$ cat src/rtl/ifetch_buf_if.sv
// Fetch bundle: imem request/response channels plus the decoder-facing head and control.
// master = fetch unit, slave = imem + decoder side.
interface ifetch_buf_if #(
  parameter int DW = 16,
  parameter int AW = 8
);
  logic          req_valid;
  logic [AW-1:0] req_addr;
  logic          req_ready;
  logic          rsp_valid;
  logic [DW-1:0] rsp_data;
  logic [DW-1:0] o;
  logic [AW-1:0] o_pc;
  logic          o_valid;
  logic          adv;
  logic          pcwe;
  logic [AW-1:0] pc_tgt;
  logic          h;
  logic          halted;

  modport master (
    output req_valid, req_addr,
    input  req_ready, rsp_valid, rsp_data,
    output o, o_pc, o_valid, halted,
    input  adv, pcwe, pc_tgt, h
  );

  modport slave (
    input  req_valid, req_addr,
    output req_ready, rsp_valid, rsp_data,
    input  o, o_pc, o_valid, halted,
    output adv, pcwe, pc_tgt, h
  );
endinterface

$ cat src/rtl/ifetch_buf.sv
// Instruction prefetch buffer: in-order imem reads into a DEPTH-entry FIFO; request accept N -> o_valid N+2 (N+1 with IFETCH_BYPASS_EN).
// Requests are credit-limited (buffered + in-flight <= DEPTH); redirect/halt flush the FIFO and drop in-flight responses.
module ifetch_buf #(
  parameter int DW    = 16,
  parameter int AW    = 8,
  parameter int DEPTH = 4
) (
  input logic          clk,
  input logic          rst_n,
  ifetch_buf_if.master bus
);
  localparam int PW = $clog2(DEPTH);
  localparam int CW = PW + 1;
  localparam logic [CW-1:0] C_ONE   = CW'(1);
  localparam logic [CW-1:0] C_FULL  = CW'(DEPTH);
  localparam logic [CW:0]   CREDITS = (CW + 1)'(DEPTH);

  logic [AW-1:0] fpc_q, fpc_d;
  logic [AW-1:0] rsp_pc_q, rsp_pc_d;
  logic [PW-1:0] rd_ptr_q, rd_ptr_d;
  logic [PW-1:0] wr_ptr_q, wr_ptr_d;
  logic [CW-1:0] count_q, count_d;
  logic [CW-1:0] inflight_q, inflight_d;
  logic [CW-1:0] drop_q, drop_d;
  logic          halted_q, halted_d;
  logic [DW-1:0] mem_dat_q [DEPTH];
  logic [DW-1:0] mem_dat_d [DEPTH];
  logic [AW-1:0] mem_pc_q  [DEPTH];
  logic [AW-1:0] mem_pc_d  [DEPTH];

  logic          rsp_fire, rsp_drop, byp;
  logic          o_vld, pop, pop_fifo, halt_now, redirect, flush, push;
  logic          req_vld, req_fire;
  logic [CW:0]   occupancy;
  logic [DW-1:0] o_dat;
  logic [AW-1:0] o_pc_dat;

  always_comb begin
    // Responses with nothing outstanding (stale, from before a reset) are ignored.
    rsp_fire = bus.rsp_valid && (inflight_q != '0);
    rsp_drop = rsp_fire && (drop_q != '0);
`ifdef IFETCH_BYPASS_EN
    byp = rsp_fire && !rsp_drop && (count_q == '0) && !halted_q;
`else
    byp = 1'b0;
`endif
    o_vld    = !halted_q && ((count_q != '0) || byp);
    pop      = o_vld && bus.adv;
    pop_fifo = pop && (count_q != '0);
    halt_now = pop && bus.h;
    redirect = bus.pcwe && !halted_q && !halt_now;
    flush    = halt_now || redirect;
    push     = rsp_fire && !rsp_drop && !flush && !(byp && pop);

    occupancy = {1'b0, count_q} + {1'b0, inflight_q};
    req_vld   = rst_n && !halted_q && !bus.pcwe && (occupancy < CREDITS);
    req_fire  = req_vld && bus.req_ready;

    o_dat    = '0;
    o_pc_dat = '0;
    if (byp) begin
      o_dat    = bus.rsp_data;
      o_pc_dat = rsp_pc_q;
    end else if (o_vld) begin
      o_dat    = mem_dat_q[rd_ptr_q];
      o_pc_dat = mem_pc_q[rd_ptr_q];
    end
  end

  always_comb begin
    inflight_d = inflight_q;
    if (req_fire) inflight_d = inflight_d + C_ONE;
    if (rsp_fire) inflight_d = inflight_d - C_ONE;

    // On a flush everything still outstanding after this cycle must be discarded.
    drop_d = drop_q;
    if (flush)         drop_d = inflight_d;
    else if (rsp_drop) drop_d = drop_q - C_ONE;

    fpc_d = fpc_q;
    if (redirect)      fpc_d = bus.pc_tgt;
    else if (req_fire) fpc_d = fpc_q + AW'(1);

    rsp_pc_d = rsp_pc_q;
    if (redirect)                   rsp_pc_d = bus.pc_tgt;
    else if (rsp_fire && !rsp_drop) rsp_pc_d = rsp_pc_q + AW'(1);

    halted_d  = halted_q || halt_now;
    rd_ptr_d  = rd_ptr_q;
    wr_ptr_d  = wr_ptr_q;
    count_d   = count_q;
    mem_dat_d = mem_dat_q;
    mem_pc_d  = mem_pc_q;
    if (flush) begin
      rd_ptr_d = '0;
      wr_ptr_d = '0;
      count_d  = '0;
    end else begin
      if (push) begin
        mem_dat_d[wr_ptr_q] = bus.rsp_data;
        mem_pc_d[wr_ptr_q]  = rsp_pc_q;
        wr_ptr_d = wr_ptr_q + PW'(1);
        count_d  = count_d + C_ONE;
      end
      if (pop_fifo) begin
        rd_ptr_d = rd_ptr_q + PW'(1);
        count_d  = count_d - C_ONE;
      end
    end
  end

  always_ff @(posedge clk or negedge rst_n) begin
    if (!rst_n) begin
      fpc_q      <= '0;
      rsp_pc_q   <= '0;
      rd_ptr_q   <= '0;
      wr_ptr_q   <= '0;
      count_q    <= '0;
      inflight_q <= '0;
      drop_q     <= '0;
      halted_q   <= 1'b0;
      mem_dat_q  <= '{default: '0};
      mem_pc_q   <= '{default: '0};
    end else begin
      fpc_q      <= fpc_d;
      rsp_pc_q   <= rsp_pc_d;
      rd_ptr_q   <= rd_ptr_d;
      wr_ptr_q   <= wr_ptr_d;
      count_q    <= count_d;
      inflight_q <= inflight_d;
      drop_q     <= drop_d;
      halted_q   <= halted_d;
      mem_dat_q  <= mem_dat_d;
      mem_pc_q   <= mem_pc_d;
    end
  end

  assign bus.req_valid = req_vld;
  assign bus.req_addr  = fpc_q;
  assign bus.o         = o_dat;
  assign bus.o_pc      = o_pc_dat;
  assign bus.o_valid   = o_vld;
  assign bus.halted    = halted_q;

`ifndef SYNTHESIS
  always_ff @(posedge clk) begin
    if (rst_n) begin
      assert (!(push && (count_q == C_FULL)));
      assert (!(bus.rsp_valid && (inflight_q == '0)));
    end
  end
`endif
endmodule

$ cat src/flat_wrapper.sv
// flat-port wrapper written by rule: the top's interface ports become plain ports
module ifetch_buf_flat 
#(
  parameter int DW    = 16,
  parameter int AW    = 8,
  parameter int DEPTH = 4
)
  (clk, rst_n, bus_req_valid, bus_req_addr, bus_req_ready, bus_rsp_valid, bus_rsp_data, bus_o, bus_o_pc, bus_o_valid, bus_halted, bus_adv, bus_pcwe, bus_pc_tgt, bus_h);
  ifetch_buf_if #(.DW(DW), .AW(AW)) bus_i ();
  input logic clk;
  input logic rst_n;
  output wire logic [$bits(bus_i.req_valid)-1:0] bus_req_valid;
  output wire logic [$bits(bus_i.req_addr)-1:0] bus_req_addr;
  input wire logic [$bits(bus_i.req_ready)-1:0] bus_req_ready;
  input wire logic [$bits(bus_i.rsp_valid)-1:0] bus_rsp_valid;
  input wire logic [$bits(bus_i.rsp_data)-1:0] bus_rsp_data;
  output wire logic [$bits(bus_i.o)-1:0] bus_o;
  output wire logic [$bits(bus_i.o_pc)-1:0] bus_o_pc;
  output wire logic [$bits(bus_i.o_valid)-1:0] bus_o_valid;
  output wire logic [$bits(bus_i.halted)-1:0] bus_halted;
  input wire logic [$bits(bus_i.adv)-1:0] bus_adv;
  input wire logic [$bits(bus_i.pcwe)-1:0] bus_pcwe;
  input wire logic [$bits(bus_i.pc_tgt)-1:0] bus_pc_tgt;
  input wire logic [$bits(bus_i.h)-1:0] bus_h;
  assign bus_req_valid = bus_i.req_valid;
  assign bus_req_addr = bus_i.req_addr;
  assign bus_i.req_ready = bus_req_ready;
  assign bus_i.rsp_valid = bus_rsp_valid;
  assign bus_i.rsp_data = bus_rsp_data;
  assign bus_o = bus_i.o;
  assign bus_o_pc = bus_i.o_pc;
  assign bus_o_valid = bus_i.o_valid;
  assign bus_halted = bus_i.halted;
  assign bus_i.adv = bus_adv;
  assign bus_i.pcwe = bus_pcwe;
  assign bus_i.pc_tgt = bus_pc_tgt;
  assign bus_i.h = bus_h;
  ifetch_buf #(.DW(DW), .AW(AW), .DEPTH(DEPTH)) u_core (.clk(clk), .rst_n(rst_n), .bus(bus_i));
endmodule
$ cat config.mk
export PLATFORM = sky130hd
export DESIGN_NAME = ifetch_buf_flat
export DESIGN_NICKNAME = d
export VERILOG_FILES = /design/src/rtl/ifetch_buf_if.sv /design/src/rtl/ifetch_buf.sv /design/src/flat_wrapper.sv
export SDC_FILE = /design/constraint.sdc
export NUM_CORES = 1
export LEC_CHECK = 0
export BUFFER_PORTS_ARGS = -buffer_cell sky130_fd_sc_hd__buf_2
export CORE_MARGIN = 1.5
export CORE_UTILIZATION = 40
export CTS_BUF_LIST = sky130_fd_sc_hd__clkbuf_2 sky130_fd_sc_hd__clkbuf_4 sky130_fd_sc_hd__clkbuf_8
export CTS_CLUSTER_DIAMETER = 60
export DETAILED_ROUTE_END_ITERATION = 10
export PLACE_DENSITY = 0.62
export SYNTH_ARGS = -nofsm -noshare
export SYNTH_HDL_FRONTEND = slang
export SYNTH_SLANG_ARGS = --single-unit
$ cat constraint.sdc
create_clock -name clk -period 3.1 [get_ports clk]
set_clock_uncertainty 0.15 [all_clocks]
set_input_delay 0.62 -clock clk [delete_from_list [all_inputs] [get_ports clk]]
set_output_delay 0.62 -clock clk [all_outputs]
set_load 0.02 [all_outputs]
==> Yosys cells after proc, flatten, opt, wreduce, memory -nomap -nowiden <==
Index checks and enable logic that the tools add are counted.
{ "word_totals": {"register_bits": 126, "out_inout_bits": 35, "elab_cells": 94} }
{ "op_classes": {"add_sub_neg": 10, "n_lt_le_gt_ge": 4, "muxes": 30, "n_bitwise": 3, "n_reduce_logical": 31} }
{ "op_table": {"columns": ["operator", "n"], "rows": [
  ["bitwise mux 64 bit", 1],
  ["2-to-1 mux 16 bit", 4],
  ["2-to-1 mux 8 bit", 8],
  ["binary-select mux 16 bit (select 2 bit)", 1],
  ["bitwise mux 32 bit", 1],
  ["demux 16 bit (select 2 bit)", 1],
  ["2-to-1 mux 3 bit", 8],
  ["adder 8 x 1 -> 8 bit, second input constant", 2],
  ["binary-select mux 8 bit (select 2 bit)", 1],
  ["demux 8 bit (select 2 bit)", 1],
  ["logical AND 1 bit", 15],
  ["nonzero test 2 bit", 5],
  ["nonzero test 3 bit", 3],
  ["subtractor 3 x 1 -> 3 bit, second input constant", 3],
  ["2-to-1 mux 2 bit", 4],
  ["adder 3 x 1 -> 3 bit, second input constant", 2],
  [">= comparator 3 bit, second input constant", 2],
  ["NOT 2 -> 3 bit", 2],
  ["logical NOT 1 bit", 5],
  ["adder 2 x 1 -> 2 bit, second input constant", 2],
  ["adder 3 x 3 -> 4 bit", 1],
  ["< comparator 4 x 3 -> 1 bit, second input constant", 1],
  ["< comparator 3 x 1 -> 1 bit, second input constant", 1],
  ["logical OR 1 bit", 2],
  ["other kinds (2)", 2]
]} }

==> Depth between registers and ports, before layout <==
{ "logic_depth": {"word_depth": 14, "depth_mapped": 13, "depth_no_buf": 12} }

==> Least setup slack after synthesis <==
Ideal clock, no wire load.
{ "synth_timing": {"path_kind": "reg2reg", "from": "reg u_core.inflight_q[2]", "to": "reg u_core.drop_q[2]", "setup_ns": 0.125, "arrival_time_ns": 2.663, "setup_slack_ns": 0.162, "path_stages_with_launch": 12, "n_path_buf": 1, "synth_period_minus_slack_ns": 2.938, "cell_sequence": "dfrtp_1 > ha_1 > or4_1 > buf_2 > nor3_4 > mux2i_1 > ha_1 > nand2_1 > nor3_1 > a21oi_1 > xor2_1 > mux2_2"} }
{ "synth_via": {"elab_chain_len": 8, "elab_cells_between_ends": 13, "cone_classes": "add/sub (3); order compare (1); mux (3); reduce/logical (6)"} }
{ "synth_lines": {"columns": ["item", "line_no", "rtl"], "rows": [
  ["from (decl)", "ifetch_buf.sv:23", "logic [CW-1:0] inflight_q, inflight_d;"],
  ["from (signal assigned)", "ifetch_buf.sv:130", "inflight_q <= inflight_d;"],
  ["adder 3 x 3 -> 4 bit", "ifetch_buf.sv:55", "occupancy = {1'b0, count_q} + {1'b0, inflight_q};"],
  ["< comparator 4 x 3 -> 1 bit", "ifetch_buf.sv:56", "req_vld = rst_n && !halted_q && !bus.pcwe && (occupancy < CREDITS);"],
  ["logical AND 1 bit", "ifetch_buf.sv:56", null],
  ["logical AND 1 bit", "ifetch_buf.sv:57", "req_fire = req_vld && bus.req_ready;"],
  ["2-to-1 mux 3 bit", "ifetch_buf.sv:72", "if (req_fire) inflight_d = inflight_d + C_ONE;"],
  ["subtractor 3 x 1 -> 3 bit", "ifetch_buf.sv:73", "if (rsp_fire) inflight_d = inflight_d - C_ONE;"],
  ["2-to-1 mux 3 bit *", "ifetch_buf.sv:73", null],
  ["via u_core.inflight_d[2]", "ifetch_buf.sv:23", null],
  ["2-to-1 mux 3 bit *", "ifetch_buf.sv:77", "if (flush) drop_d = inflight_d;"],
  ["to (signal assigned)", "ifetch_buf.sv:131", "drop_q <= drop_d;"],
  ["to (decl)", "ifetch_buf.sv:24", "logic [CW-1:0] drop_q, drop_d;"]
]} }
Mark *: on every way through the listed nets, which the timed path passes. The rest lies on a longest branch.
A chain may end at the register's enable or synchronous reset.

==> Worst setup path in the final report <==
{ "layout_timing": {"from": "reg u_core.inflight_q[2]", "to": "out bus_req_valid"} }
{ "layout_via": {"elab_chain_len": 3} }
{ "layout_lines": {"columns": ["item", "line_no", "rtl"], "rows": [
  ["adder 3 x 3 -> 4 bit", "ifetch_buf.sv:55", null],
  ["< comparator 4 x 3 -> 1 bit", "ifetch_buf.sv:56", null],
  ["logical AND 1 bit", "ifetch_buf.sv:56", null],
  ["to (decl)", "flat_wrapper.sv:12", "output wire logic [$bits(bus_i.req_valid)-1:0] bus_req_valid;"]
]} }
Every way passes these cells.

==> impl_metrics.env <==
export IMPL_via_per_inst=5.38
export IMPL_peakVddDrop_uv=500
export IMPL_r2r_start="u_core.inflight_q[2]"
export IMPL_drv_cap=0
export IMPL_die_w_um=126
export IMPL_dieArea_um2=16000
export IMPL_cts_clk_slew_worst_paths_ns=0.07
export IMPL_final_setup_viol_count=0
export IMPL_cts_buffers=17
export IMPL_grt_pass1_wl_mm=20.9
export IMPL_htree_num_levels=4
export IMPL_setup_ws_ns=0.163
export IMPL_finalCritPeriodShare_pct=94.7
export IMPL_critical_path_arrival_ns=2.17
export IMPL_slowest_delay_ns=0.56
export IMPL_path_class="reg2out"
export IMPL_rsz0062_at_grt="no"
export IMPL_worst_path_max_delay_cell="or4_4"
export IMPL_syn_nets=496
export IMPL_place_inst=685
export IMPL_cts_tree="yes"
export IMPL_synth_edf_count=0
export IMPL_drt_initial_drc_count=174
export IMPL_synthArstFlopShare_pct=100
export IMPL_overflow=0
export IMPL_grtUsageTotal_pct=16.9
export IMPL_worst_slew_pin_slew_ns=0.906
export IMPL_reg2reg_depth=10
export IMPL_clockBufferDepth=2
export IMPL_clockRootBuffer="clkbuf_8"
export IMPL_hold_viol=0
export IMPL_power_total_mw=5.44
export IMPL_fmax_mhz=340
export IMPL_synth_top_area_cell="dfrtp_1"
export IMPL_worstReg2RegEnd="u_core.drop_q[2]"
export IMPL_clk_latency_ns=0.43
export IMPL_drc=0
export IMPL_port_buffers=65
export IMPL_routedWlPerCell_um=17.7
export IMPL_ys_seq_area_share_pct=51.7
export IMPL_hold_class="in2async"
export IMPL_gp_congestion=0.758
export IMPL_ys_warn_count=0
export IMPL_grt_max_degree=72
export IMPL_synthDominantCellAreaShare_pct=51.7
export IMPL_critPathMaxFanout=5
export IMPL_start_util_pct=41.5
export IMPL_antenna_cells=0
export IMPL_wirelength_mm=12.7
export IMPL_path_cells="ha_1 -> or4_4 -> nor4b_2 -> buf_2"
export IMPL_syn_inst=449
export IMPL_core_um2=14700
export IMPL_avgSynthCellArea_um2=13.6
export IMPL_synth_area_um2=6090
export IMPL_drive_above_1_share_pct=44.7
export IMPL_vias=3853
export IMPL_fin_crit_ns=2.94
export IMPL_nets=567
export IMPL_ys_top_cells_by_area="dfrtp_1 (52%), mux2_2 (18%), mux4_2 (8.9%)"
export IMPL_synth_seq_cells=126
export IMPL_end_kind="primary output"
export IMPL_final_max_slew_viol_count=0
export IMPL_areaGrowthSynthToFinish_pct=16.7
export IMPL_worstPathRequired_ns=2.33
export IMPL_fin_cells=716
export IMPL_crit_path_start_kind="register"
export IMPL_rows=44
export IMPL_antenna_found_initial=0
export IMPL_fp_dieH_um=126
export IMPL_hpwl_mm=8.07
export IMPL_rrSetupSlack_ns=0.21
export IMPL_synth_cell_types=34
export IMPL_dr_pass1_iters=4
export IMPL_ios=66
export IMPL_cellLeakagePower_nw=3.48
export IMPL_status="finished, final reports clean"
export IMPL_first_global_vias=4064
export IMPL_p_per_area_nw_per_um2=765
export IMPL_drtAntennaViolNets=0
export IMPL_place_ws_ns=0.113
export IMPL_synth_ff_type="dfrtp_1"
export IMPL_max_slew_margin_pct=39.6
export IMPL_tns_ns=0
export IMPL_cts_sinks=126
==> synthesized netlist by cell type, types with 2 or more instances <==
cell type and count:
xnor2_1 10, ha_1 16, dfrtp_1 126, nand2b_1 3, mux2_2 99, and4_1 2, o21ai_0 5, nand4_1 5
inv_1 10, mux4_2 24, clkbuf_1 13, xor2_1 15, mux2i_1 7, nand3_1 14, nor2_1 16, and3_1 28
nand2_1 10, buf_2 13, a21oi_1 18
==> sequential cells by signal, summed over array words and instances, names as in the netlist <==
name                 cells
u_core.mem_dat_q        64
u_core.mem_pc_q         32
u_core.bus.req_addr      8
u_core.rsp_pc_q          8
u_core.count_q           3
u_core.drop_q            3
u_core.inflight_q        3
u_core.rd_ptr_q          2
u_core.wr_ptr_q          2
u_core.bus.halted        1
==> metal layers <==
metal	vias to the layer above	routed length, um	track usage (%)
met5	-	0	0
met4	0	191	6.22
met2	78	6230	28.3
li1	1774	-	-
met3	17	493	3.75
met1	1984	5770	21.8
==> cells in the final DEF (no fill, tap or decap), types with 3 or more instances in the layout <==
cell	Yosys	layout
bufinv_16	0	4
nand2b_1	3	3
and3_1	28	28
buf_2	13	64
nand4_1	5	5
buf_4	0	12
nor2_1	16	16
mux2_2	99	99
clkbuf_8	0	19
ha_1	16	16
inv_1	10	10
a21oi_1	18	18
nand2_1	10	10
mux2i_1	7	7
o21ai_0	5	5
nand3_1	14	14
mux4_2	24	24
dfrtp_1	126	125
xor2_1	15	15
xnor2_1	10	10
==> worst max-delay path by stage <==
stage | from | end | slack, ns | cells after the start
finish | u_core.inflight_q[2] | bus_req_valid | 0.16 | 4
global route | u_core.inflight_q[2] | u_core.drop_q[2] | 0.08 | 10
CTS | u_core.inflight_q[2] | bus_req_valid | 0.02 | 4
detailed placement | bus_pcwe | u_core.drop_q[2] | 0.11 | 10
global placement | bus_pcwe | u_core.drop_q[2] | 0.20 | 10
floorplan | u_core.inflight_q[2] | u_core.drop_q[2] | 0.16 | 11
==> power by group <==
group	switching [mW]	total, mW	internal (mW)	leakage, nW
clock	0.630	1.56	0.932	0.219
combinational	0.578	1.37	0.797	1.63
sequential	0.327	2.50	2.17	1.63
total	1.54	5.44	3.90	3.48
==> per-stage QoR <==
stage	area [um2]	utilization, %	hold slack (ns)
6_report	7110	48.4	0.186
3_3_place_gp	6660	45.3	0.332
3_5_place_dp	6660	45.3	0.338
2_1_floorplan	6090	-	0.174
5_1_grt	7110	48.4	0.249
4_1_cts	7100	48.3	0.216
==> critical path, delay by kind of cell, from the launching register on <==
| kind | cells | cell delay (ns) |
|---|---|---|
| AND/OR/NAND/NOR | 2 | 0.82 |
| buffers and inverters | 1 | 0.20 |
| flip-flops | 1 | 0.42 |
| adder cells (fa/ha/maj) | 1 | 0.30 |
==> timing repair <==
item                       in CTS  in global routing
hold buffers                    0                  0
resized for setup               0                  2
setup buffers                   0                  0
setup endpoints to repair       0                  2
==> logic make-up after synthesis <==
| kind of cell | share of synthesized area [%] |
|---|---|
| mux | 28.3 |
| flops | 51.7 |
| simple gates | 8.05 |
| buf+inv | 2.48 |
| compound gates | 2.55 |
| xor+xnor | 3.59 |
| fa+ha+maj | 3.28 |
==> cell type report <==
| type | instances | area (um2) |
|---|---|---|
| tap | 184 | 230 |
| fill | 1298 | 7590 |
| inverter | 10 | 37.5 |
| clock inverter | 10 | 163 |
| timing repair buffer | 78 | 450 |
| sequential | 126 | 3150 |
| clock buffer | 21 | 277 |
| multi-input combinational | 287 | 2800 |
(Power assumes the default switching activity.)
